**src/rtl/conv_sched_pkg.sv**
```systemverilog
// Shared types and widths for the conv_kernel_1x2_sched sequencer.
//   sched_state_e  : sequencer FSM states
//   WEIGHT_W       : one channel's 3x3 int4 weight window (9 x 4 bits)
//   IFM_WIN_W      : one 3x3 int4 input window
//   WEIGHT_PAIR_W  : weight memory word, {ch2, ch1}
package conv_sched_pkg;

    typedef enum logic [2:0] {
        IDLE,
        LOAD_W,
        WAIT_W,
        STREAM,
        DRAIN,
        NEXT,
        DONE
    } sched_state_e;

    localparam int WEIGHT_W      = 36;
    localparam int IFM_WIN_W     = 36;
    localparam int WEIGHT_PAIR_W = 2 * WEIGHT_W;

endpackage

```
**src/rtl/sched_valid_pipe.sv**
```systemverilog
// Fixed-latency tag line that follows the kernel's multiply/adder-tree pipe.
// Carries {valid, last, pair} STAGES cycles so the tags line up with the
// kernel's outputs.
//   clk, rst_n           : clock, asynchronous active-low reset
//   in_valid/last/pair   : tags entering with the window transfer
//   out_valid/last/pair  : same tags, STAGES cycles later
module sched_valid_pipe #(
    parameter int STAGES = 4,
    parameter int PAIR_W = 8
) (
    input  logic              clk,
    input  logic              rst_n,
    input  logic              in_valid,
    input  logic              in_last,
    input  logic [PAIR_W-1:0] in_pair,
    output logic              out_valid,
    output logic              out_last,
    output logic [PAIR_W-1:0] out_pair
);

    localparam int W = PAIR_W + 2;

    logic [STAGES-1:0][W-1:0] vld_pipe;

    always_ff @(posedge clk or negedge rst_n) begin
        if (!rst_n) begin
            vld_pipe <= '0;
        end else begin
            vld_pipe[0] <= {in_valid, in_last, in_pair};
            for (int i = 1; i < STAGES; i++) begin
                vld_pipe[i] <= vld_pipe[i-1];
            end
        end
    end

    assign {out_valid, out_last, out_pair} = vld_pipe[STAGES-1];

endmodule

```
**src/rtl/conv_kernel_1x2_sched.sv**
```systemverilog
// Sequencer for the two-output-channel int4 3x3 convolution kernel.
// Per output-channel pair: read the pair's weights, hold them on the kernel
// weight inputs, replay one feature map of windows from the line buffer, and
// drain the kernel pipeline before moving to the next pair.
//
// Ports:
//   clk, rst_n                   : clock, asynchronous active-low reset
//   start / busy / done          : layer controller handshake
//   weight_rd_en/addr/data       : weight memory, data one cycle after rd_en
//   weight_win3x3_ch1/ch2        : registered kernel weights
//   ifm_restart                  : pulse asking the line buffer to replay
//   win_valid / win_ready        : window handshake with the line buffer
//   ofm_valid / ofm_last / ofm_pair : kernel-output strobe and tags
//   perf_stall_cnt               : STREAM cycles starved of windows
//
// Build option: define SCHED_PERF_CNT_EN to build the stall counter;
// otherwise perf_stall_cnt is tied to zero.
module conv_kernel_1x2_sched
    import conv_sched_pkg::*;
#(
    parameter int WIN_NUM  = 676,
    parameter int OC_PAIRS = 4,
    parameter int PIPE_LAT = 4,
    parameter int WADDR_W  = 8
) (
    input  logic                     clk,
    input  logic                     rst_n,
    input  logic                     start,
    output logic                     busy,
    output logic                     done,
    output logic                     weight_rd_en,
    output logic [WADDR_W-1:0]       weight_rd_addr,
    input  logic [WEIGHT_PAIR_W-1:0] weight_rd_data,
    output logic [WEIGHT_W-1:0]      weight_win3x3_ch1,
    output logic [WEIGHT_W-1:0]      weight_win3x3_ch2,
    output logic                     ifm_restart,
    input  logic                     win_valid,
    output logic                     win_ready,
    output logic                     ofm_valid,
    output logic                     ofm_last,
    output logic [WADDR_W-1:0]       ofm_pair,
    output logic [31:0]              perf_stall_cnt
);

    localparam int WCNT_W = (WIN_NUM > 1) ? $clog2(WIN_NUM) : 1;
    localparam int DCNT_W = $clog2(PIPE_LAT + 1);

    localparam logic [WCNT_W-1:0]  WIN_LAST   = WCNT_W'(WIN_NUM - 1);
    localparam logic [DCNT_W-1:0]  DRAIN_LAST = DCNT_W'(PIPE_LAT - 1);
    localparam logic [WADDR_W-1:0] PAIR_LAST  = WADDR_W'(OC_PAIRS - 1);

    sched_state_e       state;
    logic [WCNT_W-1:0]  win_cnt;
    logic [DCNT_W-1:0]  drain_cnt;
    logic [WADDR_W-1:0] pair;

    logic xfer;
    logic xfer_last;

    // win_ready is a register that is high exactly in STREAM, so it doubles
    // as the state qualifier for the transfer.
    assign xfer           = win_valid && win_ready;
    assign xfer_last      = xfer && (win_cnt == WIN_LAST);
    assign weight_rd_addr = pair;

    // Outputs are registered on the transition into the state that owns
    // them, so each one is valid for exactly the cycles spent in that state.
    always_ff @(posedge clk or negedge rst_n) begin
        if (!rst_n) begin
            state             <= IDLE;
            pair              <= '0;
            win_cnt           <= '0;
            drain_cnt         <= '0;
            busy              <= 1'b0;
            done              <= 1'b0;
            weight_rd_en      <= 1'b0;
            ifm_restart       <= 1'b0;
            win_ready         <= 1'b0;
            weight_win3x3_ch1 <= '0;
            weight_win3x3_ch2 <= '0;
        end else begin
            case (state)
                IDLE: begin
                    if (start) begin
                        state        <= LOAD_W;
                        pair         <= '0;
                        busy         <= 1'b1;
                        weight_rd_en <= 1'b1;
                    end
                end
                LOAD_W: begin
                    state        <= WAIT_W;
                    weight_rd_en <= 1'b0;
                    ifm_restart  <= 1'b1;
                end
                WAIT_W: begin
                    // Only place the kernel weights change.
                    {weight_win3x3_ch2, weight_win3x3_ch1} <= weight_rd_data;
                    ifm_restart <= 1'b0;
                    win_ready   <= 1'b1;
                    win_cnt     <= '0;
                    state       <= STREAM;
                end
                STREAM: begin
                    if (xfer) begin
                        win_cnt <= win_cnt + 1'b1;
                        if (xfer_last) begin
                            win_ready <= 1'b0;
                            drain_cnt <= '0;
                            state     <= DRAIN;
                        end
                    end
                end
                DRAIN: begin
                    // Hold the weights until the last window leaves the kernel.
                    if (drain_cnt == DRAIN_LAST) begin
                        state <= NEXT;
                    end else begin
                        drain_cnt <= drain_cnt + 1'b1;
                    end
                end
                NEXT: begin
                    if (pair == PAIR_LAST) begin
                        state <= DONE;
                        busy  <= 1'b0;
                        done  <= 1'b1;
                    end else begin
                        pair         <= pair + 1'b1;
                        weight_rd_en <= 1'b1;
                        state        <= LOAD_W;
                    end
                end
                DONE: begin
                    done  <= 1'b0;
                    state <= IDLE;
                end
                default: state <= IDLE;
            endcase
        end
    end

    sched_valid_pipe #(
        .STAGES (PIPE_LAT),
        .PAIR_W (WADDR_W)
    ) u_valid_pipe (
        .clk       (clk),
        .rst_n     (rst_n),
        .in_valid  (xfer),
        .in_last   (xfer_last),
        .in_pair   (pair),
        .out_valid (ofm_valid),
        .out_last  (ofm_last),
        .out_pair  (ofm_pair)
    );

`ifdef SCHED_PERF_CNT_EN
    logic [31:0] stall_cnt;

    always_ff @(posedge clk or negedge rst_n) begin
        if (!rst_n) begin
            stall_cnt <= '0;
        end else if (state == IDLE && start) begin
            stall_cnt <= '0;
        end else if (state == STREAM && !win_valid && stall_cnt != '1) begin
            stall_cnt <= stall_cnt + 1'b1;
        end
    end

    assign perf_stall_cnt = stall_cnt;
`else
    assign perf_stall_cnt = '0;
`endif

endmodule
```
**config.mk**
```make
export PLATFORM = sky130hd
export DESIGN_NAME = conv_kernel_1x2_sched
export DESIGN_NICKNAME = d
export VERILOG_FILES = /design/src/rtl/conv_sched_pkg.sv /design/src/rtl/sched_valid_pipe.sv /design/src/rtl/conv_kernel_1x2_sched.sv
export SDC_FILE = /design/constraint.sdc
export NUM_CORES = 1
export LEC_CHECK = 0
export CAP_MARGIN = 15
export CORE_MARGIN = 1
export CORE_UTILIZATION = 35
export CTS_BUF_LIST = sky130_fd_sc_hd__clkbuf_8 sky130_fd_sc_hd__clkbuf_16
export DETAILED_ROUTE_END_ITERATION = 12
export DONT_BUFFER_PORTS = 1
export PLACE_DENSITY = 0.61
export SLEW_MARGIN = 0
export SYNTH_ARGS = -nofsm -noshare
export SYNTH_HDL_FRONTEND = slang
export SYNTH_SLANG_ARGS = --single-unit
export TNS_END_PERCENT = 50
```
**constraint.sdc**
```tcl
create_clock -name clk -period 2.2 [get_ports clk]
set_input_delay 0.55 -clock clk [delete_from_list [all_inputs] [get_ports clk]]
set_output_delay 0.55 -clock clk [all_outputs]
set_load 0.01 [all_outputs]
```
==> metrics.yaml <==
timing:
  timing.final.crit_share_pct: 85.9
  finalHoldViolCount: 141
  whs_ns: -0.173
  max_freq_mhz: 529
  rsz0062_at_grt: "false"
  clock_skew_ns: 0.0123
  finalSetupViolations: 0
  finalSetupTns_ns: 0
  tightest_slew_ns: 0.975
  period_needed_ns: 1.89
  finalMaxSlewViolations: 0
  slew_headroom_pct: 35.0
detailed_routing:
  wl_microns: 11000
  wl_per_cell_microns: 14.3
  drtIter0Drc: 233
  vias_per_cell: 4.75
  vias: 3646
  ant_nets: 0
  dr.pass1.iters: 5
  drc: 0
logic_synthesis:
  ys_async_sr_fraction_pct: 100
  ys_seq_area_share_pct: 62.4
  synth_cells: 548
  synth-edff-count: 0
  synth.ff_latch_count: 141
  synth_top_flop_cell: "dfrtp_1"
  avgSynthCellArea_sq_um: 10.3
  yosys_warnings: 0
  synth_area_sq_mm: 0.00566
  ys_types: 53
setup_path:
  crit_path_end_kind: "register"
  worstSetupPathType: "reg -> reg"
  required_ns: 2.52
  cp_cell_sequence: "or3b_4 > o21ai_0 > a211oi_1"
  crit_arrival_ns: 2.21
  worst_setup_path_start_kind: "register"
  path_max_fanout: 81
  slowest_stage: "or3b_4"
  worst_path_largest_cell_delay_ns: 0.81
status:
  violations: "hold timing"
  status: "finished with violations"
grt:
  grt_use_met2_pct: 21.5
  grt_use_met3_pct: 4.83
  grt_max_degree: 142
  grt_pass1_vias: 3341
  grt_antenna_before_repair: 0
  grt-ovfl-total: 0
  met1_usage_pct: 15.4
  grt_usage_pct: 13.1
  grt_pass1_wl_microns: 16500
  top_usage_layer: "met2"
min_path:
  hp-class: "in -> async"
clock_tree:
  cts_buffers: 17
  clk_latency_ns: 0.41
  clk_pin_slew_ns: 0.07
  cts.sinks: 141
  clock_tree.root_cell: "clkbuf_16"
  clockBufferDepth: 2
  cts_tree: "built"
  htree_levels: 4
  post_cts_resized: 0
  post-cts-setup-buffer-count: 0
floorplan:
  die_w_microns: 129
  die-area_sq_mm: 0.0167
  top_level_ports: 203
  core-area_sq_mm: 0.0158
  start_util_pct: 35.7
  die_h_microns: 129
  num_rows: 46
power_and_ir_drop:
  leakagePower_nw: 3.05
  max-vdd-ir-drop_uv: 485
  power_density_mw_per_mm2: 1240
finish:
  syn_to_final_growth_pct: 10.7
  drive_gt1_share_pct: 8.51
  final_nets: 619
  diodes: 0
  final_cells: 768
placement:
  place.gp.congestion: 0.806
  hpwl_microns: 7290
  dp_cells: 736
  io_buffers: 0
flow_run:
  maxCapViolCount: 0
[cell type report]
cell class                      instances  area (sq um)
Clock buffer                           17           425
Sequential cell                       141          3530
Tap cell                              216           270
Inverter                                7          26.3
Timing Repair Buffer                    6          57.6
Multi-Input combinational cell        366          1780
Fill cell                            1509          9570
Clock inverter                         15           171
[synth_stat cells (2+ instances only)]
cell        n  area share [%]
o211ai_1    2            0.27
dfrtp_1   141              62
a21boi_0    2            0.27
clkbuf_1    4            0.27
nor4_1      6            0.66
o21ai_0     7            0.62
buf_4      41             5.4
buf_2      15             1.3
a22o_1      2            0.31
nand2b_1    6            0.66
ha_1        4            0.88
nand4b_1    3            0.46
a21oi_1     4            0.35
buf_6       4            0.80
nor2b_1     2            0.22
o22ai_1     2            0.22
o31ai_1     5            0.66
nand3b_1    3            0.40
nand2_1   233              15
nor2_1      3            0.20
nor3b_1     2            0.27
nand4_1     4            0.44
mux2i_1     9             1.6
a211oi_1    2            0.27
or4_1       3            0.40
or4b_1      2            0.35
inv_1       7            0.46
nand3_1     5            0.44
[sequential cells by signal, indices dropped and copies added, names as in the netlist]
name                    cells
done                        1
weight_win3x3_ch2          36
weight_win3x3_ch1          36
drain_cnt                   3
u_valid_pipe.out_valid      1
win_ready                   1
state                       3
u_valid_pipe.vld_pipe      30
weight_rd_addr              8
busy                        1
u_valid_pipe.out_last       1
ifm_restart                 1
weight_rd_en                1
win_cnt                    10
u_valid_pipe.out_pair       8
[power by group]
group	leakage, nW	total (mW)	switching, mW	internal, mW
logic	1.04	0.767	0.435	0.332
registers	1.71	4.14	0.847	3.30
clock network	0.294	2.82	1.20	1.62
total	3.05	7.73	2.48	5.25
[worst max-delay path: cells and delay by family (launching register included)]
kind               cells  cell delay [ns]
and+or+nand+nor        1             0.81
AOI/OAI and AO/OA      2             0.43
DFF                    1             0.53
[placed cells by master, fill, tap and decap left out, types with 2 or more instances in the layout]
master / count
inv_8: 3
clkinv_4: 3
or4b_1: 2
clkinv_8: 2
a21oi_1: 4
mux2i_1: 9
ha_1: 4
a211oi_1: 2
conb_1: 32
nand2_1: 233
nand3b_1: 3
o22ai_1: 2
nor2_1: 3
nand4b_1: 3
nor4_1: 6
buf_4: 5
inv_1: 7
nor2b_1: 2
nor3b_1: 2
nand4_1: 4
a21boi_0: 2
inv_6: 5
clkbuf_16: 17
nand2b_1: 6
or4_1: 3
o31ai_1: 5
o211ai_1: 2
nand3_1: 5
a22o_1: 2
o21ai_0: 7
dfrtp_1: 141
[final timing paths]
| check | startpoint | endpoint | slack (ns) | cells past startpoint |
|---|---|---|---|---|
| setup / recovery | state[2] | win_cnt[5] | 0.31 | 3 |
| min in group clk | weight_rd_data[55] | weight_win3x3_ch2[19] | 0.24 | 2 |
| hold reg to reg | u_valid_pipe.vld_pipe[6] | u_valid_pipe.vld_pipe[16] | 0.35 | 0 |
| hold / removal | rst_n | ifm_restart | -0.17 | 0 |
| max in group asynchronous | rst_n | weight_rd_addr[5] | 2.03 | 0 |
| setup reg to reg | state[2] | win_cnt[5] | 0.31 | 3 |
[through the flow]
stage	util (%)	setup WS, ns	hold slack [ns]	area (sq um)	power, mW
after floorplan	-	0.550	0.254	5770	4.72
after global placement	35.8	0.373	0.257	5660	4.90
after detailed placement	35.8	0.328	0.257	5660	4.97
after CTS	39.5	0.282	-0.200	6260	7.83
after global routing	39.5	0.123	-0.206	6260	8.19
final	39.5	0.310	-0.173	6260	7.73
[cells by family after synthesis]
group | Yosys count | share of synthesized area, %
fa+ha+maj | 4 | 0.885
flops | 141 | 62.4
simple gates | 284 | 22.0
mux | 10 | 1.79
compound gates | 36 | 4.47
other cells | 1 | 0.0663
buf+inv | 72 | 8.36
[layer usage]
layer | routed length [microns] | share of wire, %
met1 | 4610 | 42
met2 | 5610 | 51
met3 | 659 | 6.0
met4 | 131 | 1.2
met5 | 0 | 0
Power figures use the tool's default switching activity.
